**src/rtl/nibble_serial_adder.sv**
```systemverilog
// Serial add/subtract of two W-bit operands, one nibble per clock, LSB nibble first.
// A single 4-bit ripple adder is reused every cycle; the nibble carry lives in c_r.

module adder_4bit (
  input  logic [3:0] a,
  input  logic [3:0] b,
  input  logic       carry_in,
  output logic [3:0] sum,
  output logic       overflow
);

  logic [4:0] c;

  always_comb begin
    c    = '0;
    sum  = '0;
    c[0] = carry_in;
    for (int i = 0; i < 4; i++) begin
      sum[i]   = a[i] ^ b[i] ^ c[i];
      c[i + 1] = (a[i] & b[i]) | (a[i] & c[i]) | (b[i] & c[i]);
    end
  end

  // The nibble carry-out, not a signed overflow flag.
  assign overflow = c[4];

endmodule

module nibble_serial_adder #(
  parameter int NUM_NIBBLES = 4,
  localparam int W  = 4 * NUM_NIBBLES,
  localparam int CW = $clog2(NUM_NIBBLES)
) (
  input  logic         clk,
  input  logic         n_rst,
  input  logic         start,
  input  logic         sub,
  input  logic [W-1:0] op_a,
  input  logic [W-1:0] op_b,
  output logic         busy,
  output logic         done,
  output logic [W-1:0] result,
  output logic         carry_out,
  output logic         overflow
);

  // Handshake: start is sampled only in IDLE; busy marks the ADD cycles; done is a
  // one-cycle pulse after which result/carry_out/overflow stay valid until the next start.

  localparam logic [1:0] IDLE = 2'd0;
  localparam logic [1:0] ADD  = 2'd1;
  localparam logic [1:0] DONE = 2'd2;

  localparam logic [CW-1:0] LAST_CNT = CW'(NUM_NIBBLES - 1);

  logic [1:0]    state;
  logic [W-1:0]  a_sr;
  logic [W-1:0]  b_sr;
  logic          sub_r;
  logic          c_r;
  logic [CW-1:0] cnt;

  logic [3:0]    b_eff;
  logic [3:0]    nib_sum;
  logic          nib_cout;
  logic          last_nib;

  assign b_eff    = b_sr[3:0] ^ {4{sub_r}};
  assign last_nib = (cnt == LAST_CNT);

  adder_4bit u_adder (
    .a        (a_sr[3:0]),
    .b        (b_eff),
    .carry_in (c_r),
    .sum      (nib_sum),
    .overflow (nib_cout)
  );

  always_ff @(posedge clk or negedge n_rst) begin
    if (!n_rst) begin
      state <= IDLE;
    end else begin
      case (state)
        IDLE:    state <= start ? ADD : IDLE;
        ADD:     state <= last_nib ? DONE : ADD;
        DONE:    state <= IDLE;
        default: state <= IDLE;
      endcase
    end
  end

  always_ff @(posedge clk or negedge n_rst) begin
    if (!n_rst) begin
      a_sr  <= '0;
      b_sr  <= '0;
      sub_r <= 1'b0;
      c_r   <= 1'b0;
      cnt   <= '0;
    end else if (state == IDLE && start) begin
      a_sr  <= op_a;
      b_sr  <= op_b;
      sub_r <= sub;
      // Subtraction is a + ~b + 1; the +1 enters as the first carry-in.
      c_r   <= sub;
      cnt   <= '0;
    end else if (state == ADD) begin
      a_sr  <= {4'b0000, a_sr[W-1:4]};
      b_sr  <= {4'b0000, b_sr[W-1:4]};
      c_r   <= nib_cout;
      cnt   <= cnt + 1'b1;
    end
  end

  always_ff @(posedge clk or negedge n_rst) begin
    if (!n_rst) begin
      result    <= '0;
      carry_out <= 1'b0;
      overflow  <= 1'b0;
    end else if (state == ADD) begin
      result <= {nib_sum, result[W-1:4]};
      if (last_nib) begin
        carry_out <= nib_cout;
        overflow  <= (a_sr[3] == b_eff[3]) && (nib_sum[3] != a_sr[3]);
      end
    end
  end

  assign busy = (state == ADD);
  assign done = (state == DONE);

endmodule

```
**config.mk**
```make
export PLATFORM = sky130hd
export DESIGN_NAME = nibble_serial_adder
export DESIGN_NICKNAME = d
export VERILOG_FILES = /design/src/rtl/nibble_serial_adder.sv
export SDC_FILE = /design/constraint.sdc
export NUM_CORES = 1
export LEC_CHECK = 0
export BUFFER_PORTS_ARGS = -buffer_cell sky130_fd_sc_hd__buf_4
export CORE_UTILIZATION = 48
export DETAILED_ROUTE_END_ITERATION = 6
export GPL_ROUTABILITY_DRIVEN = 0
export PLACE_DENSITY = 0.81
export RECOVER_POWER = 100
export SLEW_MARGIN = 20
export SYNTH_ARGS = -nofsm -noshare
export SYNTH_HDL_FRONTEND = slang
export SYNTH_SLANG_ARGS = --single-unit
```
**constraint.sdc**
```tcl
create_clock -name clk -period 2.8 [get_ports clk]
set_clock_uncertainty 0.2 [all_clocks]
set_input_delay 0.56 -clock clk [delete_from_list [all_inputs] [get_ports clk]]
set_output_delay 0.56 -clock clk [all_outputs]
set_load 0.02 [all_outputs]
```
---- After elaboration in Yosys (flattened, before gate mapping) ----
Cells that the tools add are included.
cells by class
  shift-type cells ........................ 0
  add/sub/neg operators ................... 1
  bitwise gates (word level) .............. 29
  magnitude comparators ................... 0
  div/mod/pow operators ................... 0
  reduce and logical (&&, ||, !) cells .... 5
  eq/ne operators ......................... 5
  muxes and demuxes ....................... 11
  multiply operators ...................... 0
operators with widths
  cell                                                  count
  two-way mux 16 bit                                    4
  AND 1 bit                                             12
  OR 1 bit                                              8
  XOR 1 bit                                             8
  two-way mux 2 bit                                     3
  equality test 2 bit (second input constant)           2
  one-hot mux 2 bit (2 select lines)                    1
  XOR 4 bit                                             1
  two-way mux 1 bit                                     3
  adder 2 x 1 -> 2 bit (second input constant)          1
  equality test 2 x 1 -> 1 bit (second input constant)  1
  logical AND 1 bit                                     2
  logical NOT 2 bit                                     1
  AND reduction 2 bit                                   1
  nonzero test 2 bit                                    1
  equality test 1 bit                                   1
  inequality test 1 bit                                 1
storage, ports and cells
  input bits .............................. 36
  output and inout port bits .............. 20
  memory bits (read-only) ................. 0
  bits in registers ....................... 56
  memories ................................ 0
  word-level logic and storage cells ...... 60
  latch bits .............................. 0
  memory bits (writable) .................. 0

---- Depth between registers and ports, before layout ----
Gate-level depths: netlist (run 1).
  depth after elaboration ................. 15
  gate-level depth with buffers ........... 10
  mapped depth without buffers ............ 9

---- Modules after synthesis ----
Synthesis (run 1) repeated with hierarchy kept, for this count alone.
second synthesis, totals
  cells, all modules ...................... 254
  area total of the unflattened synthesis .. 2428.6 sq um
by module, submodules not included
  module               area an instance (sq um)  sequential area each (sq um)  cells each  times used
  nibble_serial_adder  2311.0                    1401.3                        240         1
  adder_4bit           117.6                     0.0                           14          1

---- Worst setup path before layout (run 1) ----
OpenSTA, ideal clock, no wires.
  path kind ............................... register to register
  start point ............................. reg sub_r
  end point ............................... reg overflow
  clock period less this slack ............ 2729 ps
  arrival ................................. 2433 ps
  required time ........................... 2505 ps
  path buffers ............................ 1
  cell stages (with the launch flop) ...... 11
  path slack .............................. 71 ps
  library setup time ...................... 95 ps
  cell sequence ........................... dfrtp_1 clkbuf_1 xor2_1 fa_1 fa_1 inv_1 fa_1 inv_1 fa_1 xnor2_1 o31ai_1
between the ends
  word-level cells in the longest chain between the ends .. 13
  elaborated cells on any way between the ends .. 20
  classes of those cells .................. eq/ne (2); bitwise (17); reduce/logical (1)
ends and longest elaborated chain
  item                       line  text
  start: declaration         59    logic sub_r;
  start signal: assignment   102   sub_r <= sub;
  XOR 4 bit (*)              68    assign b_eff = b_sr[3:0] ^ {4{sub_r}};
  AND 1 bit                  20    c[i + 1] = (a[i] & b[i]) | (a[i] & c[i]) | (b[i] & c[i]);
  OR 1 bit (2 in a row)      20
  AND 1 bit                  20
  OR 1 bit (2 in a row)      20
  AND 1 bit                  20
  OR 1 bit (2 in a row)      20
  XOR 1 bit (*)              19    sum[i] = a[i] ^ b[i] ^ c[i];
  via nib_sum[3]             64    logic [3:0] nib_sum;
  inequality test 1 bit (*)  123   overflow <= (a_sr[3] == b_eff[3]) && (nib_sum[3] != a_sr[3]);
  logical AND 1 bit (*)      123
  end signal: assignment     123
  end: declaration           44    output logic overflow
Mark *: on every way through the listed nets, which the timed path passes. The rest lies on a longest branch.
A chain may end at the register's enable or synchronous reset.

---- Worst setup path after layout (run 1) ----
Ends and elaborated chain as after synthesis.

==> results of run 1 <==
==> power by group through the flow <==
| stage | clock, mW | combinational, mW | sequential, mW |
|---|---|---|---|
| global placement | 0 | 1.66 | 1.44 |
| floorplan | 0 | 1.17 | 1.55 |
| finish | 0.449 | 1.68 | 1.45 |
| CTS | 0.464 | 1.73 | 1.45 |
| detailed placement | 0 | 1.72 | 1.47 |
| global route | 0.494 | 1.93 | 1.50 |
==> final cells by class <==
cell class	instances	area, sq um	share of cell area
well taps	67	83.8	0.0286
inverters	5	18.8	0.00641
flip-flops and latches	56	1400	0.479
clock buffers	8	90.1	0.0308
repair buffers	61	379	0.130
multi-input cells	189	953	0.326
==> Yosys cell counts (2+ instances only) <==
cell type and instances:
a22oi_1 9, a31oi_1 15, buf_2 8, buf_6 6
dfrtp_1 56, fa_1 4, ha_1 2, inv_1 4
nand2_1 117, nand3_1 9, nor2_1 15, o21ai_0 4
xnor2_1 2, xor2_1 3
==> worst max path at each step <==
stage / slack (ns) / endpoint
CTS: 0.1 / overflow$_DFFE_PN0P_
global route: -0.006 / overflow$_DFFE_PN0P_
floorplan: 0.07 / overflow$_DFFE_PN0P_
finish: 0.11 / overflow$_DFFE_PN0P_
detailed placement: 0.12 / overflow$_DFFE_PN0P_
global placement: 0.18 / overflow$_DFFE_PN0P_
==> sequential cells by signal, indices dropped and copies added, names as in the netlist <==
register	flops
result	16
overflow	1
b_sr	16
cnt	2
c_r	1
state	2
sub_r	1
a_sr	16
carry_out	1
==> cell families (layout without fill, tap and decap cells) <==
family / count (synthesis) / count (layout) / synth area share
AND/OR/NAND/NOR: 146 / 146 / 0.234
adder cells (fa/ha/maj): 6 / 6 / 0.0422
AO/OA/AOI/OAI: 30 / 30 / 0.0789
multiplexers: 2 / 2 / 0.00854
buffers and inverters: 21 / 74 / 0.0563
flip-flops: 56 / 56 / 0.563
XOR/XNOR: 5 / 5 / 0.0176
==> critical path: stages, from the launching register on <==
cell,delay (ns)
dfrtp_1,0.39
xor2_1,0.18
fa_2,0.35
fa_1,0.36
inv_1,0.08
fa_1,0.15
inv_1,0.05
fa_1,0.51
xnor2_1,0.15
o31ai_1,0.18
==> per-layer routing <==
metal	vias to the layer above	GRT usage
li1	956	-
met1	932	0.251
met2	55	0.355
met3	5	0.0501
met4	0	0.0577
met5	-	0
==> repair_timing <==
item                                    CTS  global route
endpoints found under the setup margin    0             1
endpoints found under the hold margin     0             0
resized for setup                         0             1
setup buffers                             0             2
==> stage by stage <==
stage	total power [mW]	cells	hold slack [ns]	cell area (sq um)
global route	3.92	386	0.237	2930
CTS	3.64	384	0.115	2990
finish	3.57	386	0.234	2930
floorplan	2.71	266	0.0644	2490
detailed placement	3.19	376	0.264	2900
global placement	3.10	376	0.258	2900
==> results.tsv, run 1 <==
stage	metric	value	unit
status	outcome	complete, no violations	
setup_path	depth of the most critical reg-to-reg path	9	
pwr	Gate power share	0.470	
synth	sequential-to-total area share from yosys stat	0.563	
clock_network	hold-fix buffers at CTS	0	
route	drt first-iter violations	101	
timing	minimum clock period	2.69	ns
layout	Fill cells	463	
setup_path	Reg2Reg Launch Point	sub_r$_DFFE_PN0P_	
synth	#FFs+latches synth	56	
global_route	largest net degree at the start of global routing	57	
clock_network	clock slew at reported path FFs	0.10	ns
timing	Setup Viol. Count Final	0	
setup_path	crit path kind	register to register	
synth	top cell type's share of synthesized area	0.563	
synth	Post-synth EDFFs	0	
floorplanning	Ports	56	
clock_network	TritonCTS Buffers	5	
timing	final hold viol count	0	
synth	Yosys top cell by area	dfrtp_1	
floorplanning	die area	5480	sq um
timing	final slew viol count	0	
route	routed wire length	4.91	mm
floorplanning	die width	74.0	um
clock_network	clock latency at the later pin of the worst-skew pair	0.31	ns
route	met3 WL	250	um
timing	Max Freq	372	MHz
floorplanning	Die Y	74.0	um
route	Vias	1948	
timing	TNS Setup	0	ns
pwr	Worst VDD drop	512	uV
global_route	vias in the first global route	1857	
layout	Ant. Diodes	0	
synth	prevailing post-synth register cell	dfrtp_1	
job	maxcap violations	0	
route	wire per inst	12.7	um
synth	Area contributors post-synth	dfrtp_1 (56%), nand2_1 (18%), a31oi_1 (3.8%)	
synth	Post-Synthesis Cells	266	
layout	share of cells above drive strength 1	0.166	
placement	I/O Buffers	55	
setup_path	Critical Path RT	2.82	ns
timing	PnR worst setup slack	0.109	ns
layout	area delta synth->final	17.5	%
worst_hold_path	Hold EP	a_sr[13]$_DFFE_PN0P_	
placement	DP Worst Slack	0.119	ns
timing	Least-Margin Pin Slew	1.34	ns
floorplanning	Starting Density	0.514	
route	1st-pass router iterations	4	
pwr	Switching Share	0.431	
global_route	Overflow after GRT	0	
route	top sig layer	met4	
clock_network	CTS tree	done	
pwr	pwr dens	1220	nW/um^2
setup_path	Reg2Reg Setup Slack	0.11	ns
setup_path	arrival time at the worst endpoint	2.71	ns
worst_hold_path	Hold Path Class	primary input to register	
setup_path	Crit Path Max Fanout	2	
global_route	initial antenna violation count	0	
layout	most frequent cells in the layout	nand2_1 (117), dfrtp_1 (56), buf_4 (39), clkbuf_1 (21)	
pwr	Flop pwr share	0.404	
placement	DP HPWL	3.16	mm
timing	fin crit share	0.961	
route	wl on met1	2.19	mm
synth	Netlist cell types	26	
layout	leading cell type in the layout, fill and taps excluded	nand2_1	
route	Vias/cell	5.05	
pwr	Pleak	1.49	nW
timing	RSZ-0062 raised after global routing	true	
layout	fin util	0.604	
route	WL met2	2.40	mm
clock_network	Clock Path Buffers	2	
layout	Nets	360	
clock_network	clock sinks	56	
setup_path	CP startpoint kind	register	
floorplanning	core area	4850	sq um
synth	Yosys warning count	0	
setup_path	worst setup path startpoint	sub_r$_DFFE_PN0P_	
floorplanning	row cnt	25	
global_route	Total Routing Usage GR	0.203	
setup_path	r2r endpoint	overflow$_DFFE_PN0P_	
timing	Rel. slew slack	0.107	
synth	Netlist Area Pre-Place	2490	sq um
pwr	Clk pwr share	0.126	
clock_network	H-tree depth	2	
worst_hold_path	hold wc startpoint	op_a[13]	
clock_network	CTS root buffer	clkbuf_8	
synth	post-synthesis area per instance	9.36	sq um
pwr	P_int	2.03	mW
pwr	net switching power	1.54	mW
setup_path	critical path endpoint category	register	
global_route	first-pass GRT wire length	8.40	mm
worst_hold_path	Hold Crit Depth	3	
route	DRC	0	
synth	Synthesized Nets	308	
synth	async set-reset flop share out of synthesis	1.00	
route	post-route ant nets	0	
Power figures use the tool's default switching activity.
==> run 2, diff against run 1 <==
MAX_ROUTING_LAYER = met4   (was unset)
==> run 2 against run 1 <==
Sequential power barely moved; first-iteration DRC count did not move; non-clock buffer count did not move; utilization did not move; critical path type unchanged; critical endpoint unchanged; highest routed layer unchanged.
==> results.tsv, run 2 (same netlist as run 1, synthesis figures left out) <==
stage	metric	value	unit	change
global_route	first-pass GRT wire length	8.40	mm	unchanged
timing	minimum clock period	2.69	ns	-0.00129 ns
pwr	overall power	3.58	mW	about the same
worst_hold_path	hold wc startpoint	op_a[14]		
setup_path	CP max-delay cell	fa_1		
route	1st-pass router iterations	4		unchanged
pwr	Worst VDD drop	514	uV	+0.35%
layout	Fill cells	463		unchanged
pwr	pwr dens	1220	nW/um^2	about the same
clock_network	TritonCTS Buffers	5		unchanged
floorplanning	die width	74.0	um	unchanged
global_route	largest net degree at the start of global routing	57		unchanged
timing	Rel. slew slack	0.108		+0.000316
route	wire per inst	12.7	um	about the same
layout	design area	2930	sq um	unchanged
timing	RSZ-0062 raised after global routing	true		
clock_network	CTS tree	done		
floorplanning	Die Y	74.0	um	unchanged
setup_path	critical path endpoint category	register		
placement	DP Worst Slack	0.119	ns	unchanged
setup_path	r2r endpoint	overflow$_DFFE_PN0P_		
setup_path	arrival time at the worst endpoint	2.71	ns	about the same
worst_hold_path	Hold EP	a_sr[14]$_DFFE_PN0P_		
route	DRC	0		unchanged
pwr	Pleak	1.49	nW	unchanged
placement	I/O Buffers	55		unchanged
status	outcome	complete, no violations		
timing	final slew viol count	0		unchanged
timing	Max Freq	372	MHz	about the same
setup_path	slowest stage delay, CP	0.51	ns	about the same
route	drt first-iter violations	101		unchanged
route	Vias/cell	5.07		+0.46%
route	Vias	1957		+0.46%
layout	Ant. Diodes	0		unchanged
job	maxcap violations	0		unchanged
timing	Hold WS	0.233	ns	-0.00157 ns
timing	Least-Margin Pin Slew	1.34	ns	-0.000474 ns
setup_path	CP dominant cell by count	fa_1		
setup_path	Reg2Reg Launch Point	sub_r$_DFFE_PN0P_		
clock_network	clock slew at reported path FFs	0.10	ns	about the same
pwr	net switching power	1.54	mW	about the same
timing	PnR worst setup slack	0.110	ns	+0.00129 ns
global_route	Total Routing Usage GR	0.210		+0.00663
pwr	Switching Share	0.431		about the same
clock_network	clock sinks	56		unchanged
pwr	Flop pwr share	0.404		about the same
floorplanning	core area	4850	sq um	unchanged
setup_path	depth of the most critical reg-to-reg path	9		unchanged
clock_network	clock latency at the later pin of the worst-skew pair	0.31	ns	about the same
placement	DP HPWL	3.16	mm	unchanged
floorplanning	Ports	56		unchanged
global_route	Overflow after GRT	0		unchanged
clock_network	CTS root buffer	clkbuf_8		
floorplanning	die area	5480	sq um	unchanged
layout	most frequent cells in the layout	nand2_1 (117), dfrtp_1 (56), buf_4 (39), clkbuf_1 (21)		
setup_path	worst path bufs/invs	2		unchanged
placement	Post-Place Cell Area	2900	sq um	unchanged
pwr	Clk pwr share	0.126		about the same
global_route	vias in the first global route	1857		unchanged
pwr	Gate power share	0.470		about the same
floorplanning	Starting Density	0.514		unchanged
clock_network	Clock Path Buffers	2		unchanged
layout	area delta synth->final	17.5	%	unchanged
worst_hold_path	Hold Path Class	primary input to register		
setup_path	CP Cell Sequence	xor2_1 > fa_2 > fa_1 > inv_1 > fa_1 > inv_1 > fa_1 > xnor2_1 > o31ai_1		
layout	Nets	360		unchanged
route	post-route ant nets	0		unchanged
timing	Setup Viol. Count Final	0		unchanged
timing	final hold viol count	0		unchanged
setup_path	delay-heaviest family, CP	adder cells		
setup_path	CP startpoint kind	register		
setup_path	crit path kind	register to register		
global_route	initial antenna violation count	0		unchanged
timing	fin crit share	0.961		about the same
clock_network	H-tree depth	2		unchanged
setup_path	Crit Path Max Fanout	2		unchanged
layout	biggest regs	a_sr x16, b_sr x16, result x16		
layout	leading cell type in the layout, fill and taps excluded	nand2_1		
floorplanning	row cnt	25		unchanged
worst_hold_path	Hold Crit Depth	3		unchanged
setup_path	Critical Path RT	2.82	ns	about the same
setup_path	Reg2Reg Setup Slack	0.11	ns	about the same
pwr	P_int	2.03	mW	about the same
route	routed wire length	4.91	mm	about the same
layout	share of cells above drive strength 1	0.166		unchanged
## run 2: power groups by stage
stage	clock, mW	combinational (mW)	sequential [mW]
2_1_floorplan	0	1.17	1.55
3_3_place_gp	0	1.66	1.44
3_5_place_dp	0	1.72	1.47
4_1_cts	0.464	1.73	1.45
5_1_grt	0.494	1.93	1.50
6_report	0.451	1.68	1.45
## run 2: final cells by class
class / instances / area [sq um] / area share
flip-flops and latches: 56 / 1400 / 0.479
multi-input cells: 189 / 953 / 0.326
repair buffers: 61 / 379 / 0.130
clock buffers: 8 / 90.1 / 0.0308
well taps: 67 / 83.8 / 0.0286
inverters: 5 / 18.8 / 0.00641
## run 2: routing by layer
metal | global-route usage | wire length [um] | vias up | part of all wire
li1 | - | - | 956 | -
met1 | 0.252 | 2190 | 944 | 0.45
met2 | 0.355 | 2420 | 52 | 0.49
met3 | 0.0488 | 234 | 5 | 0.048
met4 | 0.0577 | 61 | 0 | 0.012
met5 | - | 0 | - | 0
## run 2: how the worst max path moves through the flow
stage / start / to / slack [ns] / cells past startpoint
final: sub_r$_DFFE_PN0P_ / overflow$_DFFE_PN0P_ / 0.11 / 9
after floorplan: sub_r$_DFFE_PN0P_ / overflow$_DFFE_PN0P_ / 0.07 / 10
after detailed placement: sub_r$_DFFE_PN0P_ / overflow$_DFFE_PN0P_ / 0.12 / 9
after global placement: sub_r$_DFFE_PN0P_ / overflow$_DFFE_PN0P_ / 0.18 / 9
after CTS: sub_r$_DFFE_PN0P_ / overflow$_DFFE_PN0P_ / 0.1 / 9
after global routing: sub_r$_DFFE_PN0P_ / overflow$_DFFE_PN0P_ / -0.006 / 9
## run 2: worst min-delay path: cells and delay by family
family | cells | cell delay [ns]
buffers and inverters | 1 | 0.08
AND/OR/NAND/NOR | 2 | 0.08
## run 2: through the flow
stage | util | std cells | setup TNS, ns
5_1_grt | 0.604 | 386 | -0.00605
4_1_cts | 0.617 | 384 | 0
6_report | 0.604 | 386 | 0
2_1_floorplan | - | 266 | 0
3_5_place_dp | 0.598 | 376 | 0
3_3_place_gp | 0.598 | 376 | 0
## run 2: timing repair
item | CTS | global route
endpoints found under the setup margin | 0 | 1
buffers inserted | 0 | 2
hold buffers | 0 | 0
gates resized for setup | 0 | 1
==> run 3, diff against run 2 <==
CORE_ASPECT_RATIO = 1.2   (was unset)
==> run 3 against run 2 <==
First-iteration DRC count down 17%; wire length down 3.7%; register-to-register slack better by 0.02 ns; sequential power about the same; sequential share of layout area up 0.10 points; utilization down 1.7 points; power down 0.17%; combinational power down 4%; clock-buffer cell count down 2; via count down 1.7%; global-route usage down 1.1 points; critical path depth unchanged.
==> results.tsv, run 3 (same netlist as run 1, synthesis figures left out) <==
stage	metric	value	unit	change
setup_path	Crit Path Max Fanout	2		unchanged
clock_network	clock sinks	56		unchanged
floorplanning	die width	67.7	um	-8.5%
pwr	overall power	3.57	mW	-0.17%
route	Vias/cell	5.10		+0.66%
clock_network	Clock Path Buffers	2		unchanged
worst_hold_path	Hold Crit Depth	3		unchanged
pwr	pwr dens	1220	nW/um^2	about the same
layout	share of cells above drive strength 1	0.164		-0.00211
route	DRC	0		unchanged
worst_hold_path	Hold Path Class	primary input to register		
pwr	Gate power share	0.453		-0.017
global_route	first-pass GRT wire length	7.81	mm	-7.0%
clock_network	CTS root buffer	clkbuf_8		
timing	minimum clock period	2.67	ns	-0.0156 ns
pwr	Flop pwr share	0.402		-0.002
layout	fin util	0.587		-0.0166
clock_network	H-tree depth	2		unchanged
clock_network	clock slew at reported path FFs	0.10	ns	about the same
timing	Setup Viol. Count Final	0		unchanged
global_route	largest net degree at the start of global routing	57		unchanged
worst_hold_path	hold wc startpoint	op_a[12]		
pwr	Worst VDD drop	650	uV	+26%
setup_path	Reg2Reg Setup Slack	0.13	ns	+0.02 ns
route	Vias	1924		-1.7%
layout	most frequent cells in the layout	nand2_1 (117), dfrtp_1 (56), buf_4 (37), clkbuf_1 (20)		
setup_path	Critical Path RT	2.82	ns	about the same
timing	RSZ-0062 raised after global routing	false		
pwr	Pleak	1.49	nW	about the same
clock_network	clock latency at the later pin of the worst-skew pair	0.31	ns	about the same
setup_path	arrival time at the worst endpoint	2.69	ns	-0.02 ns
global_route	initial antenna violation count	0		unchanged
route	post-route ant nets	0		unchanged
clock_network	CTS tree	done		
route	wire per inst	12.5	um	-1.4%
floorplanning	Starting Density	0.501		-0.0130
timing	fin crit share	0.955		-0.00556
pwr	Switching Share	0.426		-0.00511
layout	Reg area	1400	sq um	unchanged
layout	biggest regs	a_sr x16, b_sr x16, result x16		
floorplanning	Ports	56		unchanged
layout	leading cell type in the layout, fill and taps excluded	nand2_1		
pwr	P_int	2.05	mW	+0.73%
timing	final slew viol count	0		unchanged
worst_hold_path	Hold EP	a_sr[12]$_DFFE_PN0P_		
placement	DP HPWL	3.15	mm	-0.13%
global_route	Total Routing Usage GR	0.199		-0.0108
setup_path	r2r endpoint	overflow$_DFFE_PN0P_		
timing	final hold viol count	0		unchanged
floorplanning	die area	5480	sq um	about the same
timing	Max Freq	374	MHz	+0.58%
setup_path	depth of the most critical reg-to-reg path	9		unchanged
setup_path	crit path kind	register to register		
global_route	Overflow after GRT	0		unchanged
timing	Least-Margin Pin Slew	1.34	ns	-0.00188 ns
layout	Ant. Diodes	0		unchanged
placement	placed instance count	369		-1.9%
pwr	net switching power	1.52	mW	-1.4%
placement	I/O Buffers	55		unchanged
setup_path	critical path endpoint category	register		
job	maxcap violations	0		unchanged
floorplanning	core area	4970	sq um	+2.6%
pwr	Clk pwr share	0.145		+0.019
timing	TNS Setup	0	ns	unchanged
status	outcome	complete, no violations		
route	routed wire length	4.73	mm	-3.7%
floorplanning	Die Y	80.9	um	+9.3%
route	1st-pass router iterations	4		unchanged
layout	area taken by multi-input logic gates	953	sq um	unchanged
layout	area delta synth->final	17.3	%	
floorplanning	row cnt	28		+12%
global_route	vias in the first global route	1845		-0.65%
clock_network	hold-fix buffers at CTS	0		unchanged
clock_network	TritonCTS Buffers	5		unchanged
layout	Fill cells	463		unchanged
setup_path	CP startpoint kind	register		
timing	Rel. slew slack	0.109		+0.00125
layout	fin cells	377		-2.3%
route	drt first-iter violations	84		-17%
layout	Nets	358		-0.56%
setup_path	Reg2Reg Launch Point	sub_r$_DFFE_PN0P_		
timing	Hold WS	0.235	ns	+0.00219 ns
run 3: cell types whose count changed in the layout (fill, tap and decap cells not counted), sizes merged:
| cell | before | now |
|---|---|---|
| buf | 39 | 37 |
| bufinv | 0 | 1 |
| clkbuf | 30 | 28 |
| clkinv | 0 | 1 |
run 3: cell type report:
type                            count  share of cell area
Inverter                            5             0.00643
Timing Repair Buffer               59               0.125
Clock buffer                        6              0.0249
Clock inverter                      2              0.0120
Multi-Input combinational cell    189               0.326
Sequential cell                    56               0.480
Tap cell                           60              0.0257
run 3: repair_timing:
action / 4_1_cts / 5_1_grt
endpoints found under the setup margin: 0 / 1
resized for setup: 0 / 1
endpoints found under the hold margin: 0 / 0
setup buffers: 0 / 0
run 3: per-layer routing:
metal,share of wire,track usage,wire (um),up-vias
li1,-,-,-,954
met1,0.45,0.233,2130,904
met2,0.48,0.324,2290,59
met3,0.050,0.0478,235,7
met4,0.016,0.0830,75,0
met5,0,-,0,-
run 3: power by group through the flow:
stage	Sequential (mW)	Clock, mW	Combinational (mW)
finish	1.44	0.518	1.62
global route	1.49	0.558	1.84
CTS	1.44	0.526	1.75
detailed placement	1.46	0	1.74
global placement	1.44	0	1.66
floorplan	1.55	0	1.17
run 3: critical path: stages (launching register included):
cell	delay, ns
dfrtp_1	0.40
xor2_1	0.18
fa_2	0.35
fa_1	0.36
inv_1	0.08
fa_1	0.16
inv_1	0.05
fa_1	0.47
xnor2_1	0.15
o31ai_1	0.19
run 3: worst max-delay path by stage:
stage	startpoint	to	slack, ns
floorplan	sub_r$_DFFE_PN0P_	overflow$_DFFE_PN0P_	0.07
global placement	sub_r$_DFFE_PN0P_	overflow$_DFFE_PN0P_	0.19
detailed placement	sub_r$_DFFE_PN0P_	overflow$_DFFE_PN0P_	0.10
CTS	sub_r$_DFFE_PN0P_	overflow$_DFFE_PN0P_	0.07
global route	sub_r$_DFFE_PN0P_	overflow$_DFFE_PN0P_	0.03
finish	sub_r$_DFFE_PN0P_	overflow$_DFFE_PN0P_	0.13
run 3: through the flow:
stage | instance area [sq um] | setup slack [ns]
after floorplan | 2490 | 0.0715
after global placement | 2890 | 0.186
after detailed placement | 2890 | 0.104
after CTS | 3000 | 0.0679
after global routing | 2920 | 0.0318
final | 2920 | 0.126
